**config.mk**
```make
export PLATFORM = sky130hd
export DESIGN_NAME = turn_scheduler
export DESIGN_NICKNAME = d
export VERILOG_FILES = /design/src/rtl/turn_scheduler.sv
export SDC_FILE = /design/constraint.sdc
export NUM_CORES = 1
export LEC_CHECK = 0
export ABC_AREA = 1
export BUFFER_PORTS_ARGS = -buffer_cell sky130_fd_sc_hd__buf_2
export CORE_ASPECT_RATIO = 1.25
export CORE_MARGIN = 5
export CORE_UTILIZATION = 59
export CTS_BUF_LIST = sky130_fd_sc_hd__clkbuf_8
export DETAILED_ROUTE_END_ITERATION = 10
export GPL_TIMING_DRIVEN = 1
export PLACE_DENSITY = 0.88
export SLEW_MARGIN = 20
export SYNTH_ARGS = -nofsm -noshare
export SYNTH_HDL_FRONTEND = slang
export SYNTH_SLANG_ARGS = --single-unit
```
**constraint.sdc**
```tcl
create_clock -name clk -period 2.39 [get_ports clk]
set_clock_uncertainty 0.1 [all_clocks]
set_input_delay 0.478 -clock clk [delete_from_list [all_inputs] [get_ports clk]]
set_output_delay 0.478 -clock clk [all_outputs]
set_load 0.01 [all_outputs]
```
**src/rtl/turn_scheduler.sv**
```systemverilog
// turn_scheduler: match sequencer for the two-player artillery game.
// Tracks whose turn it is, gates the keycode to the active player, runs the
// per-turn countdown, follows the shot through flight and settle, then either
// passes the turn or declares the winner.
module turn_scheduler #(
  parameter int unsigned FRAMES_PER_SEC      = 60,
  parameter int unsigned TURN_SECS           = 20,
  parameter int unsigned SETTLE_FRAMES       = 90,
  parameter int unsigned SHOT_TIMEOUT_FRAMES = 240,
  parameter logic [7:0]  START_KEY           = 8'h28
) (
  input  logic       clk,
  input  logic       reset,
  input  logic       frame_clk,
  input  logic [7:0] keycode,
  input  logic       launch0,
  input  logic       launch1,
  input  logic       boomed0,
  input  logic       boomed1,
  input  logic [9:0] hp0,
  input  logic [9:0] hp1,
  output logic [7:0] keycode0,
  output logic [7:0] keycode1,
  output logic       turn,
  output logic [2:0] state,
  output logic [7:0] time_left,
  output logic [1:0] winner,
  output logic       game_over
);

  typedef enum logic [2:0] {
    IDLE   = 3'd0,
    AIM    = 3'd1,
    FLIGHT = 3'd2,
    SETTLE = 3'd3,
    SWITCH = 3'd4,
    OVER   = 3'd5
  } state_t;

  localparam logic [8:0] SEC_LAST    = 9'(FRAMES_PER_SEC - 1);
  localparam logic [8:0] SHOT_LAST   = 9'(SHOT_TIMEOUT_FRAMES - 1);
  localparam logic [8:0] SETTLE_LAST = 9'(SETTLE_FRAMES - 1);
  localparam logic [7:0] TURN_RELOAD = 8'(TURN_SECS);

  state_t     state_q;
  logic       turn_q;
  logic [7:0] time_left_q;
  logic [1:0] winner_q;
  logic [8:0] fcnt;

  // frame_sync[1:0] is the 2-flop synchroniser, frame_sync[2] the edge history
  logic [2:0] frame_sync;
  // index 0 = player 0, index 1 = player 1
  logic [1:0] launch_meta, launch_sync, launch_prev;
  logic [1:0] boom_meta, boom_sync, boom_prev;
  logic       key_was_start;

  logic       frame_tick;
  logic [1:0] launch_edge, boom_edge;
  logic       launch_rise, boom_rise;
  logic       start_rise;
  logic       dead0, dead1;

  function automatic logic is_dead(input logic [9:0] hp);
    return (hp == '0) || hp[9];
  endfunction

  assign frame_tick  = frame_sync[1] & ~frame_sync[2];
  assign launch_edge = launch_sync & ~launch_prev;
  assign boom_edge   = boom_sync & ~boom_prev;
  // Edges from the idle player are dropped here; the history flops keep
  // running for both players, so a level left high never yields a late edge.
  assign launch_rise = launch_edge[turn_q];
  assign boom_rise   = boom_edge[turn_q];
  assign start_rise  = (keycode == START_KEY) && !key_was_start;
  assign dead0       = is_dead(hp0);
  assign dead1       = is_dead(hp1);

  // Synchronise asynchronous inputs and keep one cycle of edge history
  always_ff @(posedge clk or negedge reset) begin
    if (!reset) begin
      frame_sync    <= '0;
      launch_meta   <= '0;
      launch_sync   <= '0;
      launch_prev   <= '0;
      boom_meta     <= '0;
      boom_sync     <= '0;
      boom_prev     <= '0;
      key_was_start <= 1'b0;
    end else begin
      frame_sync    <= {frame_sync[1:0], frame_clk};
      launch_meta   <= {launch1, launch0};
      launch_sync   <= launch_meta;
      launch_prev   <= launch_sync;
      boom_meta     <= {boomed1, boomed0};
      boom_sync     <= boom_meta;
      boom_prev     <= boom_sync;
      key_was_start <= (keycode == START_KEY);
    end
  end

  // Match sequencer: turn ownership, countdown, shot tracking and outcome
  always_ff @(posedge clk or negedge reset) begin
    if (!reset) begin
      state_q     <= IDLE;
      turn_q      <= 1'b0;
      time_left_q <= '0;
      winner_q    <= '0;
      fcnt        <= '0;
    end else begin
      unique case (state_q)
        IDLE: begin
          if (start_rise) begin
            turn_q      <= 1'b0;
            time_left_q <= TURN_RELOAD;
            fcnt        <= '0;
            winner_q    <= '0;
            state_q     <= AIM;
          end
        end
        AIM: begin
          if (frame_tick) begin
            if (fcnt == SEC_LAST) begin
              fcnt <= '0;
              if (time_left_q != '0) time_left_q <= time_left_q - 8'd1;
            end else begin
              fcnt <= fcnt + 9'd1;
            end
          end
          // A launch in the same cycle as the final decrement takes priority
          if (launch_rise) begin
            fcnt    <= '0;
            state_q <= FLIGHT;
          end else if (frame_tick && (fcnt == SEC_LAST) && (time_left_q == 8'd1)) begin
            state_q <= SWITCH;
          end
        end
        FLIGHT: begin
          if (boom_rise || (frame_tick && (fcnt == SHOT_LAST))) begin
            fcnt    <= '0;
            state_q <= SETTLE;
          end else if (frame_tick) begin
            fcnt <= fcnt + 9'd1;
          end
        end
        SETTLE: begin
          if (frame_tick) begin
            if (fcnt == SETTLE_LAST) begin
              fcnt <= '0;
              if (dead0 && dead1) begin
                winner_q <= 2'b11;
                state_q  <= OVER;
              end else if (dead0) begin
                winner_q <= 2'b10;
                state_q  <= OVER;
              end else if (dead1) begin
                winner_q <= 2'b01;
                state_q  <= OVER;
              end else begin
                state_q <= SWITCH;
              end
            end else begin
              fcnt <= fcnt + 9'd1;
            end
          end
        end
        SWITCH: begin
          turn_q      <= ~turn_q;
          time_left_q <= TURN_RELOAD;
          fcnt        <= '0;
          state_q     <= AIM;
        end
        OVER: begin
          if (start_rise) begin
            winner_q <= '0;
            state_q  <= IDLE;
          end
        end
        default: state_q <= IDLE;
      endcase
    end
  end

  // Deliver the keycode only to the player currently aiming
  always_comb begin
    keycode0 = '0;
    keycode1 = '0;
    if (state_q == AIM) begin
      if (!turn_q) keycode0 = keycode;
      else         keycode1 = keycode;
    end
  end

  assign state     = state_q;
  assign turn      = turn_q;
  assign time_left = time_left_q;
  assign winner    = winner_q;
  assign game_over = (state_q == OVER);

endmodule

```
; ---- Word-level counts from Yosys, hierarchy flattened
; Index checks and enable logic that the tools add are counted.
[totals]
in_bits = 35
reg_bits = 39
output_inout_bits = 31
[op_classes]
n_reduce_logical = 23
bitwise_logic = 7
addsub = 2
n_eq_ne = 23
muxes = 42
magnitude_cmp = 1
[op_table]
columns = cell, count
row1 = $mux W9, 8
row2 = $mux W8, 8
row3 = $pmux W9 S5, 1
row4 = $pmux W8 S3, 1
row5 = $mux W3, 7
row6 = $logic_not A10 Y1, 2
row7 = $pmux W3 S6, 1
row8 = $reduce_and A5 Y1, 3
row9 = $ne A2 B2 Y1 const B, 7
row10 = $mux W2, 6
row11 = $add A9 B1 Y9 const B, 1
row12 = $eq A9 B6 Y1 const B, 1
row13 = $eq A9 B7 Y1 const B, 1
row14 = $eq A9 B8 Y1 const B, 1
row15 = $ne A3 B3 Y1 const B, 3
row16 = $eq A8 B1 Y1 const B, 1
row17 = $eq A8 B6 Y1 const B, 1
row18 = $mux W1, 8
row19 = $reduce_bool A8 Y1, 1
row20 = $sub A8 B1 Y8 const B, 1
row21 = $eq A3 B2 Y1 const B, 2
row22 = $eq A3 B3 Y1 const B, 2
row23 = $reduce_and A6 Y1, 1
row24 = $logic_and A1 B1 Y1, 5
row25 = 18 further kinds, 25

; ---- Depth between registers and ports, before layout
[depth]
depth_word = 8
mapped_depth = 12
mapped_depth_nobuf = 12

; ---- Worst setup path after synthesis
; No wires, ideal clock.
[synth_timing]
kind = reg2out
from = register state_q[1] (netlist: state[1])
to = output port keycode0[0]
stages_incl_launch_ff = 4
path_buffers = 0
arrival_ns = 1.233
setup_slack_ns = 0.579
path_cell_list = dfrtp_1 -> nor3_4 -> nand2_1 -> nor2_1
[synth_via]
elab_chain_cells = 2
[synth_lines]
columns = item, line_no
row1 = from (decl), 45  ; state_t state_q;
row2 = from (signal assigned), 105  ; state_q <= IDLE;
row3 = from (signal assigned), 118  ; state_q <= AIM;
row4 = from (signal assigned), 133  ; state_q <= FLIGHT;
row5 = $eq A3 B1 Y1, 188  ; if (state_q == AIM) begin
row6 = $mux W8, 188
row7 = to (decl), 22  ; output logic [7:0] keycode0,
; No other way between the ends.

; ---- Worst setup path after layout
; Ends and elaborated chain as after synthesis.

==> run_results.csv <==
group,metric,value,unit
final_layout,layout-drive-gt1-share,0.253,
cts,cts_setup_buffers,0,
grt,grt_max_degree,40,
sta,worst_slew_pin_slew,867,ps
critical_path,cp-start-kind,"register",
cts,post_cts_resized,0,
die,placementRows,26,
power_and_ir_drop,switching_share,0.472,
critical_path,crit_type,"register to output port",
cts,hold_buffers,0,
die,coreArea,4030,um2
drt,final_antenna_net_count,0,
drt,viasPerCell,5.12,
final_layout,syn_to_final_growth,20.1,%
grt,antenna_found_initial,0,
cts,cts_tree,"built",
synth,syn_nets,372,
final_layout,nets,442,
cts,path_clk_slew,80,ps
cts,clockBufferDepth,2,
drt,routed_wl,5710,um
critical_path,endpoint_kind,"output port",
synth,avgSynthCellArea,7.31,um2
synth,ys_ff_latch,39,
status,status,"finished clean",
die,die-area,5500,um2
final_layout,fin_util,0.723,
synth,ys_seq_area_frac,0.402,
hold_path,hp-class,"input pin to asynchronous set/reset pin",
grt,gr-total-overflow,0,
sta,setup_violations,0,
power_and_ir_drop,intPower,1.67,mW
die,io_pins,66,
critical_path,cp.arrival,1540,ps
power_and_ir_drop,powerDensity,1080,nW/um2
cts,h-tree-depth,2,
final_layout,final_common_cell,"nand2_1",
critical_path,path_max_fanout,8,
synth,syn_area,2430,um2
drt,post-route-drc-count,0,
sta,fin_crit_sh,0.885,
cts,cts_sinks,39,
synth,synthCells,332,
sta,timing.max_slew.rel_slack,0.422,
drt,drt-wirelength-per-cell,12.4,um
sta,max_freq,473,MHz
drt,drtIter0Drc,154,
placement,port-buffer-count,65,
synth,synthDistinctLibCells,34,
final_layout,layout_common_cells,"nand2_1 (73), buf_2 (65), nor2_1 (60), inv_1 (46), dfrtp_1 (39)",
critical_path,required,1810,ps
power_and_ir_drop,power.switching,1.49,mW
power_and_ir_drop,comb_power_share,0.526,
cts,root_buffer,"clkbuf_8",
die,die_w,67.4,um
sta,hold_viol,0,
power_and_ir_drop,p_clk_frac,0.176,
placement,dp_hpwl,4310,um
power_and_ir_drop,irDropWorstVdd,0.607,mV
drt,vias,2352,
critical_path,worst-r2r-cell-count,8,
cts,cts_buffers,5,
cts,clk_latency,300,ps
sta,tns,0,ps
final_layout,antenna_cells,0,
power_and_ir_drop,power_frac_seq,0.298,
synth,ys_warn_count,0,
grt,grt_util_all_layers,0.228,
die,initial_core_util,0.602,
placement,gp_congestion,0.920,
grt,grt_pass1_wl,9580,um
sta,report.final.slew_viol_count,0,
sta,rsz0062_at_grt,"false",
grt,grt_pass1_vias,2293,
sta,fin_crit,2110,ps
drt,firstDrtPassIters,4,
power_and_ir_drop,leakagePower,1.58,nW
flow_run,maxCapViolations,0,
die,die_h,81.7,um
==> sequential cells by signal (all words and copies together) (netlist names) <==
name,flops
boom_meta,2
boom_prev,2
launch_sync,2
turn,1
fcnt,9
state,3
winner,2
key_was_start,1
launch_meta,2
boom_sync,2
frame_sync,3
time_left,8
launch_prev,2
==> power groups by stage <==
stage                     Clock (mW)  Combinational, mW  Sequential (mW)
after floorplan                    0               1.21            0.970
after global placement             0               1.59            0.945
after detailed placement           0               1.64            0.952
after CTS                      0.567               1.67            0.939
after global routing           0.590               1.87            0.960
final                          0.555               1.66            0.940
==> cell usage after synthesis (all sizes together) <==
master	instances	area (um2)
nor3	4	36.3
inv	50	188
nor2	63	249
o21ai	20	123
o31ai	1	7.51
nor4	1	6.26
a21oi	3	15.0
nand3b	2	15.0
buf	3	27.5
dfrtp	39	976
nand4	11	83.8
o21bai	1	7.51
or2	1	6.26
nand3	33	175
nand2	82	345
clkinv	1	3.75
ha	5	62.6
xnor2	1	8.76
a21boi	1	7.51
a31oi	1	6.26
o21a	1	7.51
xor2	8	70.1
==> cell type report <==
type / count / area, um2
clock buffer: 5 / 68.8
clock inverter: 3 / 43.8
fill: 351 / 1120
inverter: 51 / 191
multi-input combinational: 239 / 1230
sequential: 39 / 976
tap: 56 / 70.1
timing repair buffer: 66 / 333
==> stage by stage <==
| step | instances | cell area [um2] | power [mW] | hold WS [ps] | worst slack (ps) |
|---|---|---|---|---|---|
| floorplan | 332 | 2430 | 2.18 | 82.4 | 579 |
| global placement | 451 | 2800 | 2.54 | 232 | 601 |
| detailed placement | 451 | 2800 | 2.59 | 235 | 572 |
| CTS | 459 | 2920 | 3.17 | 177 | 248 |
| global route | 459 | 2920 | 3.42 | 174 | 163 |
| finish | 459 | 2920 | 3.15 | 184 | 276 |
==> worst max-delay path, stage by stage (launching register included) <==
cell and delay [ps]:
dfrtp_1 480, nor3_4 250, nand2_1 200, nor2_1 150, buf_2 150
==> routing by layer <==
layer / up-vias / part of all wire / global-route usage
met5: - / 0 / 0
met4: 0 / 0.022 / 0.110
met3: 13 / 0.064 / 0.0397
met2: 74 / 0.53 / 0.429
met1: 1077 / 0.38 / 0.239
li1: 1188 / - / -
==> final timing paths <==
path / start / to / slack [ps]
setup / recovery: state[1] / keycode0[0] / 280
min in group clk: frame_clk / frame_sync[0] / 180
hold reg to reg: launch_meta[1] / launch_sync[1] / 250
hold / removal: reset / time_left[5] / 180
max in group asynchronous: reset / launch_sync[1] / 1460
setup reg to reg: state[1] / winner[1] / 510
==> cell families after synthesis <==
logic type	synth area share
buffers and inverters	0.0902
and+or+nand+nor	0.378
DFF	0.402
adders and majority gates	0.0258
AOI/OAI and AO/OA	0.0717
xor gates and xnor gates	0.0325
Note: power is estimated with default switching activity, not from simulation.
